`config.mk`:
```
export PLATFORM = sky130hd
export DESIGN_NAME = hetic_irq_ctrl
export DESIGN_NICKNAME = d
export VERILOG_FILES = /design/src/rtl/hetic_pkg.sv /design/src/rtl/hetic_level_stack.sv /design/src/rtl/hetic_irq_ctrl.sv
export SDC_FILE = /design/constraint.sdc
export NUM_CORES = 1
export LEC_CHECK = 0
export ABC_AREA = 1
export BUFFER_PORTS_ARGS = -buffer_cell sky130_fd_sc_hd__buf_2
export CAP_MARGIN = 20
export CORE_UTILIZATION = 59
export CTS_BUF_LIST = sky130_fd_sc_hd__clkbuf_4
export DETAILED_ROUTE_END_ITERATION = 16
export PLACE_DENSITY = 0.82
export SLEW_MARGIN = 10
export SYNTH_ARGS = -nofsm -noshare
export SYNTH_HDL_FRONTEND = slang
export SYNTH_SLANG_ARGS = --single-unit
```
`constraint.sdc`:
```
create_clock -name clk_i -period 3.5 [get_ports clk_i]
set_clock_uncertainty 0.2 [all_clocks]
set_input_delay 1.05 -clock clk_i [delete_from_list [all_inputs] [get_ports clk_i]]
set_output_delay 1.05 -clock clk_i [all_outputs]
set_load 0.01 [all_outputs]
```
`src/rtl/hetic_pkg.sv`:
```
// Shared types and helpers for the core-side interrupt sequencer.
package hetic_pkg;

  // Saved contexts carry a fixed-width level so the stack type is config-independent.
  localparam int unsigned MaxPrioWidth = 8;

  typedef enum logic [1:0] {
    ST_IDLE  = 2'd0,
    ST_REQ   = 2'd1,
    ST_CLAIM = 2'd2
  } state_e;

  typedef struct packed {
    logic [MaxPrioWidth-1:0] level;
    logic                    nest;
  } ctx_t;

  localparam ctx_t CtxIdle = '{level: '0, nest: 1'b1};

  function automatic int unsigned clog2w(input int unsigned n);
    return (n <= 1) ? 1 : $clog2(n);
  endfunction

  function automatic logic [15:0] sat_inc16(input logic [15:0] v);
    return (v == 16'hFFFF) ? v : v + 16'd1;
  endfunction

endpackage

```
`src/rtl/hetic_level_stack.sv`:
```
// LIFO of preempted handler contexts; push+pop in one cycle replaces the top entry.
module hetic_level_stack
  import hetic_pkg::*;
#(
  parameter  int unsigned Depth  = 4,
  localparam int unsigned DepthW = clog2w(Depth + 1),
  localparam int unsigned IdxW   = clog2w(Depth)
) (
  input  logic              clk_i,
  input  logic              rst_i,
  input  logic              push,
  input  logic              pop,
  input  ctx_t              push_ctx,
  output ctx_t              top_ctx,
  output logic [DepthW-1:0] depth,
  output logic              full,
  output logic              empty
);

  ctx_t              mem [Depth];
  logic [IdxW-1:0]   top_idx;

  assign empty   = (depth == '0);
  assign full    = (depth == DepthW'(Depth));
  assign top_idx = empty ? '0 : IdxW'(depth - DepthW'(1));
  assign top_ctx = mem[top_idx];

  always_ff @(posedge clk_i) begin
    if (rst_i) begin
      depth <= '0;
      for (int i = 0; i < Depth; i++) mem[i] <= '0;
    end else if (push && pop && !empty) begin
      mem[top_idx] <= push_ctx;
    end else if (push && !full) begin
      mem[IdxW'(depth)] <= push_ctx;
      depth             <= depth + DepthW'(1);
    end else if (pop && !empty) begin
      depth <= depth - DepthW'(1);
    end
  end

endmodule

```
`src/rtl/hetic_irq_ctrl.sv`:
```
// Filters the controller's winner against threshold/active level, handshakes with the core,
// and tracks nested handlers. Define HETIC_IRQ_CTRL_STATS_EN to add claim/withdraw statistics.
module hetic_irq_ctrl
  import hetic_pkg::*;
#(
  parameter  int unsigned NrIrqLines = 64,
  parameter  int unsigned NrIrqPrios = 32,
  parameter  int unsigned StackDepth = 4,
  localparam int unsigned IrqWidth   = clog2w(NrIrqLines),
  localparam int unsigned PrioWidth  = clog2w(NrIrqPrios),
  localparam int unsigned DepthWidth = clog2w(StackDepth + 1)
) (
  input  logic                  clk_i,
  input  logic                  rst_i,
  input  logic                  irq_valid_i,
  input  logic [IrqWidth-1:0]   irq_id_i,
  input  logic [PrioWidth-1:0]  irq_level_i,
  input  logic                  irq_heti_i,
  input  logic                  irq_nest_i,
  output logic                  irq_ack_o,
  output logic [IrqWidth-1:0]   irq_id_o,
  input  logic [PrioWidth-1:0]  core_thresh_i,
  output logic                  core_irq_req_o,
  output logic [IrqWidth-1:0]   core_irq_id_o,
  output logic [PrioWidth-1:0]  core_irq_level_o,
  output logic                  core_irq_heti_o,
  input  logic                  core_irq_ack_i,
  input  logic                  core_mret_i,
  output logic [PrioWidth-1:0]  cur_level_o,
  output logic [DepthWidth-1:0] depth_o,
`ifdef HETIC_IRQ_CTRL_STATS_EN
  output logic [15:0]           taken_cnt_o,
  output logic [15:0]           nest_cnt_o,
  output logic [15:0]           withdraw_cnt_o,
  output logic [DepthWidth-1:0] max_depth_o,
`endif
  output logic                  stack_err_o
);

  state_e state;
  ctx_t   cur_ctx, lat_ctx, top_ctx, post_ctx;
  logic   active, elig, take, pop_go, stk_full, stk_empty;

  assign active = (cur_ctx.level != '0);
  assign elig   = irq_valid_i
               && (MaxPrioWidth'(irq_level_i) > cur_ctx.level)
               && (irq_level_i > core_thresh_i)
               && (!active || (cur_ctx.nest && !stk_full));
  assign take   = (state == ST_REQ) && core_irq_ack_i;
  assign pop_go = core_mret_i && !stk_empty;

  // Context after mret alone; an accepting core pushes this and then overwrites cur.
  always_comb begin
    post_ctx = cur_ctx;
    if (pop_go)                      post_ctx = top_ctx;
    else if (core_mret_i && active)  post_ctx = CtxIdle;
  end

  hetic_level_stack #(.Depth(StackDepth)) u_stack (
    .clk_i    (clk_i),
    .rst_i    (rst_i),
    .push     (take),
    .pop      (pop_go),
    .push_ctx (post_ctx),
    .top_ctx  (top_ctx),
    .depth    (depth_o),
    .full     (stk_full),
    .empty    (stk_empty)
  );

  assign core_irq_level_o = lat_ctx.level[PrioWidth-1:0];
  assign cur_level_o      = cur_ctx.level[PrioWidth-1:0];

  always_ff @(posedge clk_i) begin
    if (rst_i) begin
      state           <= ST_IDLE;
      core_irq_req_o  <= 1'b0;
      core_irq_id_o   <= '0;
      core_irq_heti_o <= 1'b0;
      lat_ctx         <= '0;
      irq_ack_o       <= 1'b0;
      irq_id_o        <= '0;
      cur_ctx         <= CtxIdle;
      stack_err_o     <= 1'b0;
    end else begin
      irq_ack_o <= 1'b0;
      cur_ctx   <= post_ctx;
      if (core_mret_i && !active) stack_err_o <= 1'b1;
      unique case (state)
        ST_IDLE: begin
          if (elig) begin
            core_irq_id_o   <= irq_id_i;
            core_irq_heti_o <= irq_heti_i;
            lat_ctx         <= '{level: MaxPrioWidth'(irq_level_i), nest: irq_nest_i};
            core_irq_req_o  <= 1'b1;
            state           <= ST_REQ;
          end
        end
        ST_REQ: begin
          if (core_irq_ack_i) begin
            cur_ctx        <= lat_ctx;
            irq_ack_o      <= 1'b1;
            irq_id_o       <= core_irq_id_o;
            core_irq_req_o <= 1'b0;
            state          <= ST_CLAIM;
          end else if (elig) begin
            core_irq_id_o   <= irq_id_i;
            core_irq_heti_o <= irq_heti_i;
            lat_ctx         <= '{level: MaxPrioWidth'(irq_level_i), nest: irq_nest_i};
          end else begin
            core_irq_req_o <= 1'b0;
            state          <= ST_IDLE;
          end
        end
        // The controller's pending bit clears at this edge, so nothing is latched here.
        ST_CLAIM: state <= ST_IDLE;
        default:  state <= ST_IDLE;
      endcase
    end
  end

`ifdef HETIC_IRQ_CTRL_STATS_EN
  logic withdraw;
  assign withdraw = (state == ST_REQ) && !core_irq_ack_i && !elig;

  always_ff @(posedge clk_i) begin
    if (rst_i) begin
      taken_cnt_o    <= '0;
      nest_cnt_o     <= '0;
      withdraw_cnt_o <= '0;
      max_depth_o    <= '0;
    end else begin
      if (take)           taken_cnt_o    <= sat_inc16(taken_cnt_o);
      if (take && active) nest_cnt_o     <= sat_inc16(nest_cnt_o);
      if (withdraw)       withdraw_cnt_o <= sat_inc16(withdraw_cnt_o);
      if (depth_o > max_depth_o) max_depth_o <= depth_o;
    end
  end
`endif

endmodule
```
After elaboration in Yosys (flattened, before gate mapping)
Memories as Yosys holds them, arrays and structs flattened.
Cells that the tools add are included.
{ "classes": {"eq_ne": 5, "bitwise": 2, "n_reduce_logical": 29, "muxes": 40, "add_sub_neg": 2, "order_cmp": 2} }
{ "op_table": {"columns": ["op", "n"], "rows": [
  ["$mux 9", 8],
  ["$pmux 9 s2", 1],
  ["$reduce_or 9->1", 2],
  ["$mux 1", 17],
  ["$logic_and 1x1->1", 12],
  ["$mux 2", 6],
  ["$mux 6", 2],
  ["$pmux 6 s2", 1],
  ["$gt 5x8->1", 1],
  ["$reduce_and 2->1", 4],
  ["$reduce_bool 8->1", 1],
  ["$mux 3", 2],
  ["$gt 5x5->1", 1],
  ["$ne 2x2->1 const B", 2],
  ["$pmux 1 s2", 2],
  ["$pmux 2 s2", 1],
  ["$reduce_bool 2->1", 2],
  ["$add 3x1->3 const B", 1],
  ["$eq 3x3->1 const B", 1],
  ["$logic_not 1->1", 3],
  ["$logic_not 3->1", 1],
  ["$ne 3x3->1 const B", 1],
  ["$reduce_and 3->1", 1],
  ["$sub 3x1->3 const B", 1],
  ["5 further kinds", 6]
]} }
{ "totals": {"ramBits": 36, "reg_bits": 39, "input_bits": 23, "mem_count": 1} }
{ "mem_list": {"columns": ["memory", "words", "word_bits", "rd", "rd_clocked_by_memory_dff", "wr", "line_no", "text"], "rows": [
  ["u_stack.mem", 4, 9, 1, 0, 4, "hetic_level_stack.sv:20", "ctx_t mem [Depth];"]
]} }

Longest topological paths before layout
{ "depth": {"word_depth": 11, "depth_mapped": 14, "ltp_nobuf": 13} }

Cells and area by module
From an unflattened synthesis, not the netlist that was laid out.
{ "hier_totals": {"cells_unflattened": 444, "hier_area_um2": 3651.0} }
{ "by_module_without_submodules": {"columns": ["mod", "area_per_inst_um2", "cells_each", "n_inst"], "rows": [
  ["hetic_level_stack", 1873.0, 189, 1],
  ["hetic_irq_ctrl", 1778.0, 255, 1]
]} }

Worst setup path before layout
Ideal clock, no wire load.
{ "synth_timing": {"path_type": "input port to flip-flop", "start": "in core_irq_ack_i", "end": "mem u_stack.mem[3][0] (netlist name) (enable)", "t_arrival_ns": 2.202, "cell_stages": 7, "t_required_ns": 2.922, "setup_time_ns": 0.378, "slack_ns": 0.720, "cell_sequence": "nand2_4 > nor2_4 > nor2_4 > nand2_4 > o21ai_4 > nand2_1 > a21oi_1"} }
{ "synth_rtl": {"columns": ["item", "line_no", "text"], "rows": [
  ["start, declared", "hetic_irq_ctrl.sv:27", "input logic core_irq_ack_i,"],
  ["end, declared", "hetic_level_stack.sv:20", null]
]} }

==> run metrics <==
outcome=finished, final reports clean; Slew Limit Fails=0; number of max-cap violations=0; top area cells in the synthesized netlist=sky130_fd_sc_hd__edfxtp_1 (29%), sky130_fd_sc_hd__dfxtp_1 (19%), sky130_fd_sc_hd__nor2_1 (8.4%); Top cell by count, worst path=sky130_fd_sc_hd__nor2_4; Post-CTS Resized=0; first-pass GRT wire length=12500 um; CTS Root Buffer Type=sky130_fd_sc_hd__clkbuf_4; TritonCTS clock tree=yes; worst setup path startpoint=u_stack.depth[1]; switching power as a share of total power=0.422; post-synthesis net count=479; Yosys cell types=34; maximum buffer depth of the clock tree=2; largest driver fanout on the critical path=14; fmax=366 MHz; count of final setup violators=0; switching power=1080 uW; delay-heaviest family, CP=simple AND/OR/NAND/NOR gates; horizontal die dimension=81.5 um; internal power=1480 uW; Tcrit/Tclk final=0.782; static power due to leakage=approximately 0.0019 uW; antenna diode count=0; row count=28; share of total power in combinational logic=0.410; R2R Path End=u_stack.mem[0][2]; GP Congestion=0.847; Max H-tree Level=3; Initial Util=0.622; number of clock sinks=72; DPL Wire Length=5720 um; placed cell area=3970 um^2; Peak supply drop=0.420 mV; number of buffers inserted by hold repair at cts=0; top cell type's share of synthesized area=0.290; startpoint of the most critical register-to-register path=u_stack.depth[1]; GR Util All Layers=0.256; Yosys warnings=0; time the worst path needs with I/O delays and setup=2.74 ns; clock network power share=0.178; Wirelength per Cell=between 10 and 15 um; RSZ-0062 raised after global routing=false; Final Hold Fails=0; slowest library cell on the worst path=sky130_fd_sc_hd__dfxtp_1; PortBufs=~50; Hold Slack=0.277 ns; utilization after layout=0.681; fraction of final layout cells sized beyond drive strength 1=0.249; sum of overflow across all layers after global routing=0; Cells after Synth=443; endpoint class of the critical path=flip-flop; Tightest Pin Transition=0.415 ns; proportion of synthesized chip area in sequential cells=0.484; via count=2937; setup_tns=0 ns; Cell Chain, Critical Path=inv_1 > ha_1 > nand2_2 > nand2_4 > nor2_4 > nor2_4 > nand2_4 > o21ai_4 > inv_2 > nor2_4 > inv_4 > nand2_1; data arrival time of the critical path=about 2.6 ns; Critical Path Source Type=flip-flop; most common cell after layout, fill and taps aside=sky130_fd_sc_hd__nor2_1; commonest cells after routing, fill and taps aside=sky130_fd_sc_hd__nor2_1 (83), sky130_fd_sc_hd__nand2_1 (82), sky130_fd_sc_hd__inv_1 (55); I/O pins=52; Worst slew margin=0.723; antenna violation net count after detailed routing=0; worst r2r path cells=12; area enclosed by the die boundary=6630 um^2; Avg Vias per Cell=5.16; crit path buf inv count=3; area of the core=5990 um^2; Sequential Power Share=0.412; vias in the first global route=2815; capture point of the critical path=u_stack.mem[0][2]; number of cells on the critical path=12; classification of the worst-slack hold path=flip-flop to flip-flop; Post-CTS Setup Inserts=0; maximum number of pins on one net before global-route repair=28; aggregate routed wire length=7510 um; post-synthesis average cell area=8.41 um^2; largest stage delay on the critical path=0.35 ns; data required time at the worst endpoint=3.39 ns; antenna violations before repair=0; clock transition time at the flip-flop clock pins of the worst setup and hold paths=0.13 ns; finished layout cell area=4080 um^2; cts bufs inserted=9; r2r setup slk=between 0.7 and 0.8 ns; source-to-sink clock delay at the later pin of the worst-skew pair=0.43 ns; cell taking the most area after synthesis=sky130_fd_sc_hd__edfxtp_1; Pwr Total=2550 uW; DRT Pass-1 Iters=4; Layout Area Growth over Synthesis=9.51%; Post-Synthesis Cell Area=3720 um^2; P per Cell Area=about 630 nW/um^2; critical path start-end classification=flip-flop to flip-flop; Die Height=81.5 um; number of remaining DRC errors=0; DR iter-0 viols=148; register bit count reported by yosys=72; layout net count=525
-- worst min-delay path by stage --
stage / from / end / slack, ns / cells after the start
5_1_grt: irq_id_o[4] / irq_id_o[4] / 0.31 / 2
3_3_place_gp: irq_id_o[3] / irq_id_o[3] / 0.24 / 2
6_report: irq_id_o[1] / irq_id_o[1] / 0.28 / 2
4_1_cts: irq_id_o[3] / irq_id_o[3] / 0.28 / 2
3_5_place_dp: irq_id_o[3] / irq_id_o[3] / 0.25 / 2
2_1_floorplan: lat_ctx[0] / cur_ctx[0] / 0.25 / 2
-- per-layer routing --
metal	vias to the layer above	track usage	wire [um]
li1	1495	-	-
met1	1326	0.309	3200
met2	92	0.428	3650
met3	24	0.0578	421
met4	0	0.130	235
met5	-	0	0
-- synth_stat cells, drive strengths merged --
library cell and instances:
ha 13, edfxtp 36, a21oi 8, a22oi 1, o21bai 1, nand3 13, o31ai 1, inv 66
nor2 105, o22ai 5, o211ai 11, o21ai 31, nand2 91, nand4 3, and2 1, buf 17
dfxtp 36, clkbuf 3, or2 1
-- logic make-up after synthesis --
kind of cell,after synthesis,synth area share
and+or+nand+nor,214,0.268
buffers and inverters,86,0.104
DFF,72,0.484
AOI/OAI and AO/OA,58,0.100
adders and majority gates,13,0.0437
-- area by class of cell --
type	count	area, um^2
repair buffers	55	285
multi-input cells	285	1530
well taps	75	93.8
fillers	478	1910
inverters	66	250
clock inverters	7	46.3
flip-flops and latches	72	1800
clock buffers	9	67.6
-- flip-flops by register name (all words and copies together) (netlist names) --
| register | flops |
|---|---|
| irq_ack_o | 1 |
| state | 2 |
| cur_ctx | 4 |
| lat_ctx | 1 |
| cur_level_o | 5 |
| stack_err_o | 1 |
| core_irq_id_o | 6 |
| core_irq_req_o | 1 |
| core_irq_level_o | 5 |
| irq_id_o | 6 |
| u_stack.mem | 36 |
| u_stack.depth | 3 |
| core_irq_heti_o | 1 |
-- through the flow --
stage,worst slack [ns],std cells
final,0.764,569
after global placement,0.608,553
after CTS,0.778,569
after floorplan,0.720,443
after detailed placement,0.517,553
after global routing,0.609,569
-- worst register-to-register path, cell delays in order (launching register included) --
cell	delay [ns]
sky130_fd_sc_hd__dfxtp_1	0.35
sky130_fd_sc_hd__inv_1	0.17
sky130_fd_sc_hd__ha_1	0.28
sky130_fd_sc_hd__nand2_2	0.14
sky130_fd_sc_hd__nand2_4	0.17
sky130_fd_sc_hd__nor2_4	0.07
sky130_fd_sc_hd__nor2_4	0.12
sky130_fd_sc_hd__nand2_4	0.11
sky130_fd_sc_hd__o21ai_4	0.21
sky130_fd_sc_hd__inv_2	0.08
sky130_fd_sc_hd__nor2_4	0.11
sky130_fd_sc_hd__inv_4	0.09
sky130_fd_sc_hd__nand2_1	0.31
-- power groups by stage --
| stage | clock, uW | combinational, uW | sequential [uW] |
|---|---|---|---|
| finish | 454 | 1050 | 1050 |
| global route | 493 | 1170 | 1070 |
| CTS | 461 | 1040 | 1050 |
| detailed placement | 0 | 1040 | 1070 |
| global placement | 0 | 1010 | 1070 |
| floorplan | 0 | 809 | 1080 |
Note: power is estimated with default switching activity, not from simulation.
